<file path="config.mk">
export PLATFORM = sky130hd
export DESIGN_NAME = pipeline_hazard_unit
export DESIGN_NICKNAME = d
export VERILOG_FILES = /design/src/rtl/hazard_pkg.sv /design/src/rtl/hz_stall_counter.sv /design/src/rtl/pipeline_hazard_unit.sv
export SDC_FILE = /design/constraint.sdc
export NUM_CORES = 1
export LEC_CHECK = 0
export CORE_UTILIZATION = 35
export DETAILED_ROUTE_END_ITERATION = 8
export HOLD_SLACK_MARGIN = 0.03
export PLACE_DENSITY = 0.77
export SETUP_SLACK_MARGIN = 0.5
export SLEW_MARGIN = 0
export SYNTH_ARGS = -nofsm -noshare
export SYNTH_HDL_FRONTEND = slang
export SYNTH_SLANG_ARGS = --single-unit
</file>
<file path="constraint.sdc">
create_clock -name clk -period 1.8 [get_ports clk]
set_input_delay 0.27 -clock clk [delete_from_list [all_inputs] [get_ports clk]]
set_output_delay 0.27 -clock clk [all_outputs]
set_load 0.01 [all_outputs]
</file>
<file path="src/rtl/hazard_pkg.sv">
// rtl/hazard_pkg.sv - shared types and sizing helper for the pipeline hazard unit
//
// Purpose: FSM state encoding, the "no redirect" branch code and the
//          counter-width helper used by pipeline_hazard_unit.
// Contents:
//   hz_state_e  IDLE / LU_STALL / MD_BUSY / FLUSH
//   BR_PC4      branch_ctrl value meaning sequential fetch
//   cnt_w()     counter width able to hold the largest stall length
package hazard_pkg;

  typedef enum logic [1:0] {
    HZ_IDLE     = 2'd0,
    HZ_LU_STALL = 2'd1,
    HZ_MD_BUSY  = 2'd2,
    HZ_FLUSH    = 2'd3
  } hz_state_e;

  localparam logic [1:0] BR_PC4 = 2'b00;

  function automatic int cnt_w(input int load_lat, input int flush_depth, input int md_lat);
    int m;
    m = load_lat;
    if (flush_depth > m) m = flush_depth;
    if (md_lat > m) m = md_lat;
    return $clog2(m + 1);
  endfunction

endpackage

</file>
<file path="src/rtl/hz_stall_counter.sv">
// rtl/hz_stall_counter.sv - loadable down-counter with hold and zero flag
//
// Purpose: remaining-cycle counter for the multi-cycle hazard states.
// Ports:
//   clk, rst   clock, synchronous active-high reset (cnt -> 0)
//   hold       freeze cnt (wins over load and dec)
//   load       load load_val
//   load_val   reload value
//   dec        decrement by one, saturating at zero
//   cnt        current count
//   zero       cnt == 0
module hz_stall_counter #(
  parameter int W = 2
) (
  input  logic         clk,
  input  logic         rst,
  input  logic         hold,
  input  logic         load,
  input  logic [W-1:0] load_val,
  input  logic         dec,
  output logic [W-1:0] cnt,
  output logic         zero
);

  always_ff @(posedge clk) begin
    if (rst) begin
      cnt <= '0;
    end else if (hold) begin
      cnt <= cnt;
    end else if (load) begin
      cnt <= load_val;
    end else if (dec && (cnt != '0)) begin
      cnt <= cnt - 1'b1;
    end
  end

  assign zero = (cnt == '0);

endmodule

</file>
<file path="src/rtl/pipeline_hazard_unit.sv">
// rtl/pipeline_hazard_unit.sv - stall/flush controller for the 5-stage RV32 pipeline
//
// Purpose: resolves control redirects (multi-cycle front-end flush), load-use
//          hazards, mul/div occupancy of EX and instruction/data memory wait,
//          driving write enables and flush/bubble controls of PC, IF/ID, ID/EX
//          and EX/MEM. Outputs are combinational from state + inputs.
// Ports:
//   clk, rst                       clock, synchronous active-high reset
//   branch_ctrl                    00 = PC+4, anything else = redirect
//   ex_mem_read, ex_rd_addr        load in EX and its destination
//   id_rs1/2_addr, id_rs1/2_used   sources of the instruction in ID
//   ex_md_start                    first EX cycle of a mul/div
//   imem_stall, dmem_stall         memory wait
//   pc_write .. exmem_bubble       pipeline register controls
//   md_busy                        mul/div occupying EX
module pipeline_hazard_unit
  import hazard_pkg::*;
#(
  parameter int REG_AW      = 5,
  parameter int LOAD_LAT    = 1,
  parameter int FLUSH_DEPTH = 1,
  parameter int MD_LAT      = 4
) (
  input  logic              clk,
  input  logic              rst,
  input  logic [1:0]        branch_ctrl,
  input  logic              ex_mem_read,
  input  logic [REG_AW-1:0] ex_rd_addr,
  input  logic [REG_AW-1:0] id_rs1_addr,
  input  logic [REG_AW-1:0] id_rs2_addr,
  input  logic              id_rs1_used,
  input  logic              id_rs2_used,
  input  logic              ex_md_start,
  input  logic              imem_stall,
  input  logic              dmem_stall,
  output logic              pc_write,
  output logic              ifid_write,
  output logic              ifid_flush,
  output logic              idex_write,
  output logic              idex_ctrl_flush,
  output logic              exmem_write,
  output logic              exmem_bubble,
  output logic              md_busy
);

  localparam int CNT_W = cnt_w(LOAD_LAT, FLUSH_DEPTH, MD_LAT);

  localparam logic [CNT_W-1:0] LU_RELOAD    = CNT_W'(LOAD_LAT - 1);
  localparam logic [CNT_W-1:0] FLUSH_RELOAD = CNT_W'(FLUSH_DEPTH - 1);
  localparam logic [CNT_W-1:0] MD_RELOAD    = CNT_W'(MD_LAT - 1);

  hz_state_e        state;
  hz_state_e        state_n;
  logic [CNT_W-1:0] cnt;
  logic             cnt_zero;
  logic             cnt_load;
  logic [CNT_W-1:0] cnt_load_val;
  logic             cnt_dec;
  logic             cnt_last;
  logic             redirect;
  logic             lu_hit;

  hz_stall_counter #(
    .W(CNT_W)
  ) u_cnt (
    .clk      (clk),
    .rst      (rst),
    .hold     (dmem_stall),
    .load     (cnt_load),
    .load_val (cnt_load_val),
    .dec      (cnt_dec),
    .cnt      (cnt),
    .zero     (cnt_zero)
  );

  always_ff @(posedge clk) begin
    if (rst) begin
      state <= HZ_IDLE;
    end else begin
      state <= state_n;
    end
  end

  // The state is left on the cycle that consumes the final count, so the
  // counter reaches zero together with the return to IDLE.
  assign cnt_last = cnt_zero || (cnt == CNT_W'(1));

  // EX holds the mul/div while MD_BUSY, so no redirect can be genuine then.
  assign redirect = (branch_ctrl != BR_PC4) && (state != HZ_MD_BUSY);

  assign lu_hit = ex_mem_read && (ex_rd_addr != '0) &&
                  ((id_rs1_used && (id_rs1_addr == ex_rd_addr)) ||
                   (id_rs2_used && (id_rs2_addr == ex_rd_addr)));

  always_comb begin
    pc_write        = 1'b1;
    ifid_write      = 1'b1;
    ifid_flush      = 1'b0;
    idex_write      = 1'b1;
    idex_ctrl_flush = 1'b0;
    exmem_write     = 1'b1;
    exmem_bubble    = 1'b0;
    md_busy         = 1'b0;
    state_n         = state;
    cnt_load        = 1'b0;
    cnt_load_val    = '0;
    cnt_dec         = 1'b0;

    if (dmem_stall) begin
      // Whole pipeline frozen; state and count hold.
      pc_write    = 1'b0;
      ifid_write  = 1'b0;
      idex_write  = 1'b0;
      exmem_write = 1'b0;
      md_busy     = (state == HZ_MD_BUSY);
    end else if (redirect) begin
      ifid_flush      = 1'b1;
      idex_ctrl_flush = 1'b1;
      if (FLUSH_DEPTH > 1) begin
        state_n      = HZ_FLUSH;
        cnt_load     = 1'b1;
        cnt_load_val = FLUSH_RELOAD;
      end else begin
        state_n = HZ_IDLE;
      end
    end else begin
      case (state)
        HZ_IDLE: begin
          if (ex_md_start) md_busy = 1'b1;
          if (ex_md_start && (MD_LAT > 1)) begin
            pc_write     = 1'b0;
            ifid_write   = 1'b0;
            idex_write   = 1'b0;
            exmem_bubble = 1'b1;
            state_n      = HZ_MD_BUSY;
            cnt_load     = 1'b1;
            cnt_load_val = MD_RELOAD;
          end else if (lu_hit) begin
            pc_write        = 1'b0;
            ifid_write      = 1'b0;
            idex_ctrl_flush = 1'b1;
            if (LOAD_LAT > 1) begin
              state_n      = HZ_LU_STALL;
              cnt_load     = 1'b1;
              cnt_load_val = LU_RELOAD;
            end
          end else if (imem_stall) begin
            pc_write   = 1'b0;
            ifid_flush = 1'b1;
          end
        end
        HZ_LU_STALL: begin
          pc_write        = 1'b0;
          ifid_write      = 1'b0;
          idex_ctrl_flush = 1'b1;
          cnt_dec         = 1'b1;
          if (cnt_last) state_n = HZ_IDLE;
        end
        HZ_MD_BUSY: begin
          md_busy = 1'b1;
          cnt_dec = 1'b1;
          if (cnt_last) begin
            // Last EX cycle: the result moves on, the pipeline advances.
            state_n = HZ_IDLE;
            if (imem_stall) begin
              pc_write   = 1'b0;
              ifid_flush = 1'b1;
            end
          end else begin
            pc_write     = 1'b0;
            ifid_write   = 1'b0;
            idex_write   = 1'b0;
            exmem_bubble = 1'b1;
          end
        end
        HZ_FLUSH: begin
          ifid_flush = 1'b1;
          pc_write   = !imem_stall;
          cnt_dec    = 1'b1;
          if (cnt_last) state_n = HZ_IDLE;
        end
        default: begin
          state_n = HZ_IDLE;
        end
      endcase
    end
  end

endmodule

</file>
==> impl_metrics.toml <==
[power]
finalPower_mw = 0.539
vdd_drop_max_mv = 0.525
power.density_nw_per_um2 = 429
p_leak_nw = 0.586

[finish]
drive_above_1_share_pct = 60.6
antenna_cells = 0
fin_nets = 162
area_growth_syn_to_layout_pct = 138
post-route-util_pct = 93.0
final_area_um2 = 1250

[worst_setup_path]
slowest_stage = "dfxtp_4"
cp_max_fo = 4
crit_type = "register to output port"
end_kind = "output port"
start_kind = "register"
cpPeakStageDelay_ps = 390
worstPathArrival_ps = 1650
required_ps = 1530
crit_chain = "inv_4 > ha_4 > nor2_4 > buf_6 > o22ai_4 > a32oi_1 > o21ai_1 > buf_2"

[floorplanning]
ios = 33
dieArea_um2 = 1670
num_rows = 13
die_w_um = 40.8
die_h_um = 40.8
start_util_pct = 39.1
core_um2 = 1350

[job]
max_cap_viol_count = 0

[clock_network]
insertion_delay_ps = 240
cts_root_buf = "clkbuf_4"
cts_inserted_buffers = 3
h-tree-depth = 1
cts_sinks = 4
tritoncts = "yes"
ctsLongestPathBuffers = 2
path_clk_slew_ps = 40

[timing]
finalHoldViolCount = 0
finalMaxSlewViolations = 0
worst_slew_pin_slew_ps = 335
rsz0062_at_grt = "yes"
max_freq_mhz = 522
finalSetupViolations = 5
fin_ws_ps = -117
slew_headroom_pct = 77.5
tns_ps = -328
finalCriticalPeriod_ps = 1920
post-route-period-util_pct = 106
skew_ps = 2.86

[placed_design]
dp_hpwl_mm = 1.53
preCtsSetupSlack_ps = -696
placedInstanceArea_um2 = 1030
routabilityCongestion = 0.867
numPortBuffers = 32

[synthesis]
yosysTopAreaCell = "xnor2_1"
syn_area_um2 = 528
synth-seq-cells = 4
syn-num-nets = 95
yosysSeqAreaShare_pct = 15.2
synth_warnings = 0
synthDistinctLibCells = 27
async_flop_share_pct = 0
synth-edff-count = 0
synth-main-ff-cell = "dfxtp_1"
synth.area.top_cells = "xnor2_1 (20%), dfxtp_1 (15%), ha_1 (7.1%)"
synth_most_common_cell = "xnor2_1"
synthCells = 67
synth_top_area_share_pct = 19.9
syn_avg_cell_area_um2 = 7.88
synth.top_cells.by_count = "xnor2_1 (12), nor2_1 (7), nand2_1 (5), dfxtp_1 (4), inv_1 (4)"

[route]
firstDrtPassIters = 4
drc = 0
ant_nets = 0
wl_per_cell_um = 22.5
drtIter0Drc = 33
vias_per_cell = 5.95
vias = 874
routed_wl_mm = 3.30

[grt]
grt_usage_pct = 33.6
grt_pass1_wl_mm = 3.51
grt_remaining_overflow = 0
grt_max_degree = 7
antenna_found_initial = 0
grt_pass1_vias = 798

[run_status]
violations = "setup timing"
status = "complete, but fails checks"

[min_path]
hold_class = "input pin to register"
-- critical path, delay by kind of cell (launching register included) --
kind	cells	cell delay, ps
and+or+nand+nor	1	110
adders and majority gates	1	170
AOI/OAI and AO/OA	3	400
DFF	1	390
buffers and inverters	3	340
-- where the power goes --
part           internal, mW  leakage, nW  switching [mW]
clock network        0.0750       0.0138          0.0433
registers            0.0933       0.0342         0.00799
logic                 0.175        0.538           0.144
-- cells in the final DEF (no fill, tap or decap), types with 3 or more instances in the layout --
cell type,n
buf_2,8
buf_4,28
buf_6,10
clkbuf_4,3
clkdlybuf4s50_1,5
dlygate4sd2_1,10
nand2_1,5
nor2_1,4
xnor2_1,9
xnor2_2,3
-- stage by stage --
step	hold WS, ps	instances
2_1_floorplan	332	67
3_3_place_gp	553	134
3_5_place_dp	587	134
4_1_cts	597	143
5_1_grt	624	147
6_report	633	147
-- registers in the layout (all words and copies together) (netlist names) --
| signal | count |
|---|---|
| u_cnt.cnt | 3 |
| state | 1 |
-- path summary, 6_finish.rpt --
path	slack, ps	end	depth (start not counted)	startpoint
min	630	u_cnt.cnt[1]$_SDFFE_PP0P_	6	branch_ctrl[0]
max reg2reg	10	u_cnt.cnt[2]$_SDFFE_PP0P_	8	u_cnt.cnt[0]$_SDFFE_PP0P_
max	-120	pc_write	8	u_cnt.cnt[0]$_SDFFE_PP0P_
min reg2reg	670	u_cnt.cnt[1]$_SDFFE_PP0P_	3	u_cnt.cnt[1]$_SDFFE_PP0P_
-- logic make-up (layout without fill, tap and decap cells) --
kind of cell,count (synthesis),in the layout,synth area share (%)
XOR/XNOR,12,12,19.9
AND/OR/NAND/NOR,26,26,28.7
buffers and inverters,6,71,5.69
AO/OA/AOI/OAI,15,15,21.3
flip-flops,4,4,15.2
adder cells (fa/ha/maj),3,3,7.11
multiplexers,1,1,2.13
-- cell type report --
class                      count  area [µm²]
multi-input combinational     57         577
timing repair buffer          64         531
fill                          48        95.1
sequential                     4        86.3
clock buffer                   3        22.5
inverter                       4        20.0
tap                           15        18.8
-- metal layers --
metal / track usage [%] / wire length (µm) / vias up
li1: - / - / 374
met1: 34.8 / 1270 / 411
met2: 60.5 / 1610 / 69
met3: 10.9 / 263 / 20
met4: 14.2 / 159 / 0
met5: 0 / 0 / -
-- repair_timing --
| action | in CTS | in global routing |
|---|---|---|
| hold buffers | 0 | 0 |
| setup endpoints to repair | 12 | 12 |
| pin swaps | 25 | 20 |
| cloned | 0 | 0 |
| setup buffers | 6 | 4 |
| resized for setup | 99 | 18 |
(Power assumes the default switching activity.)
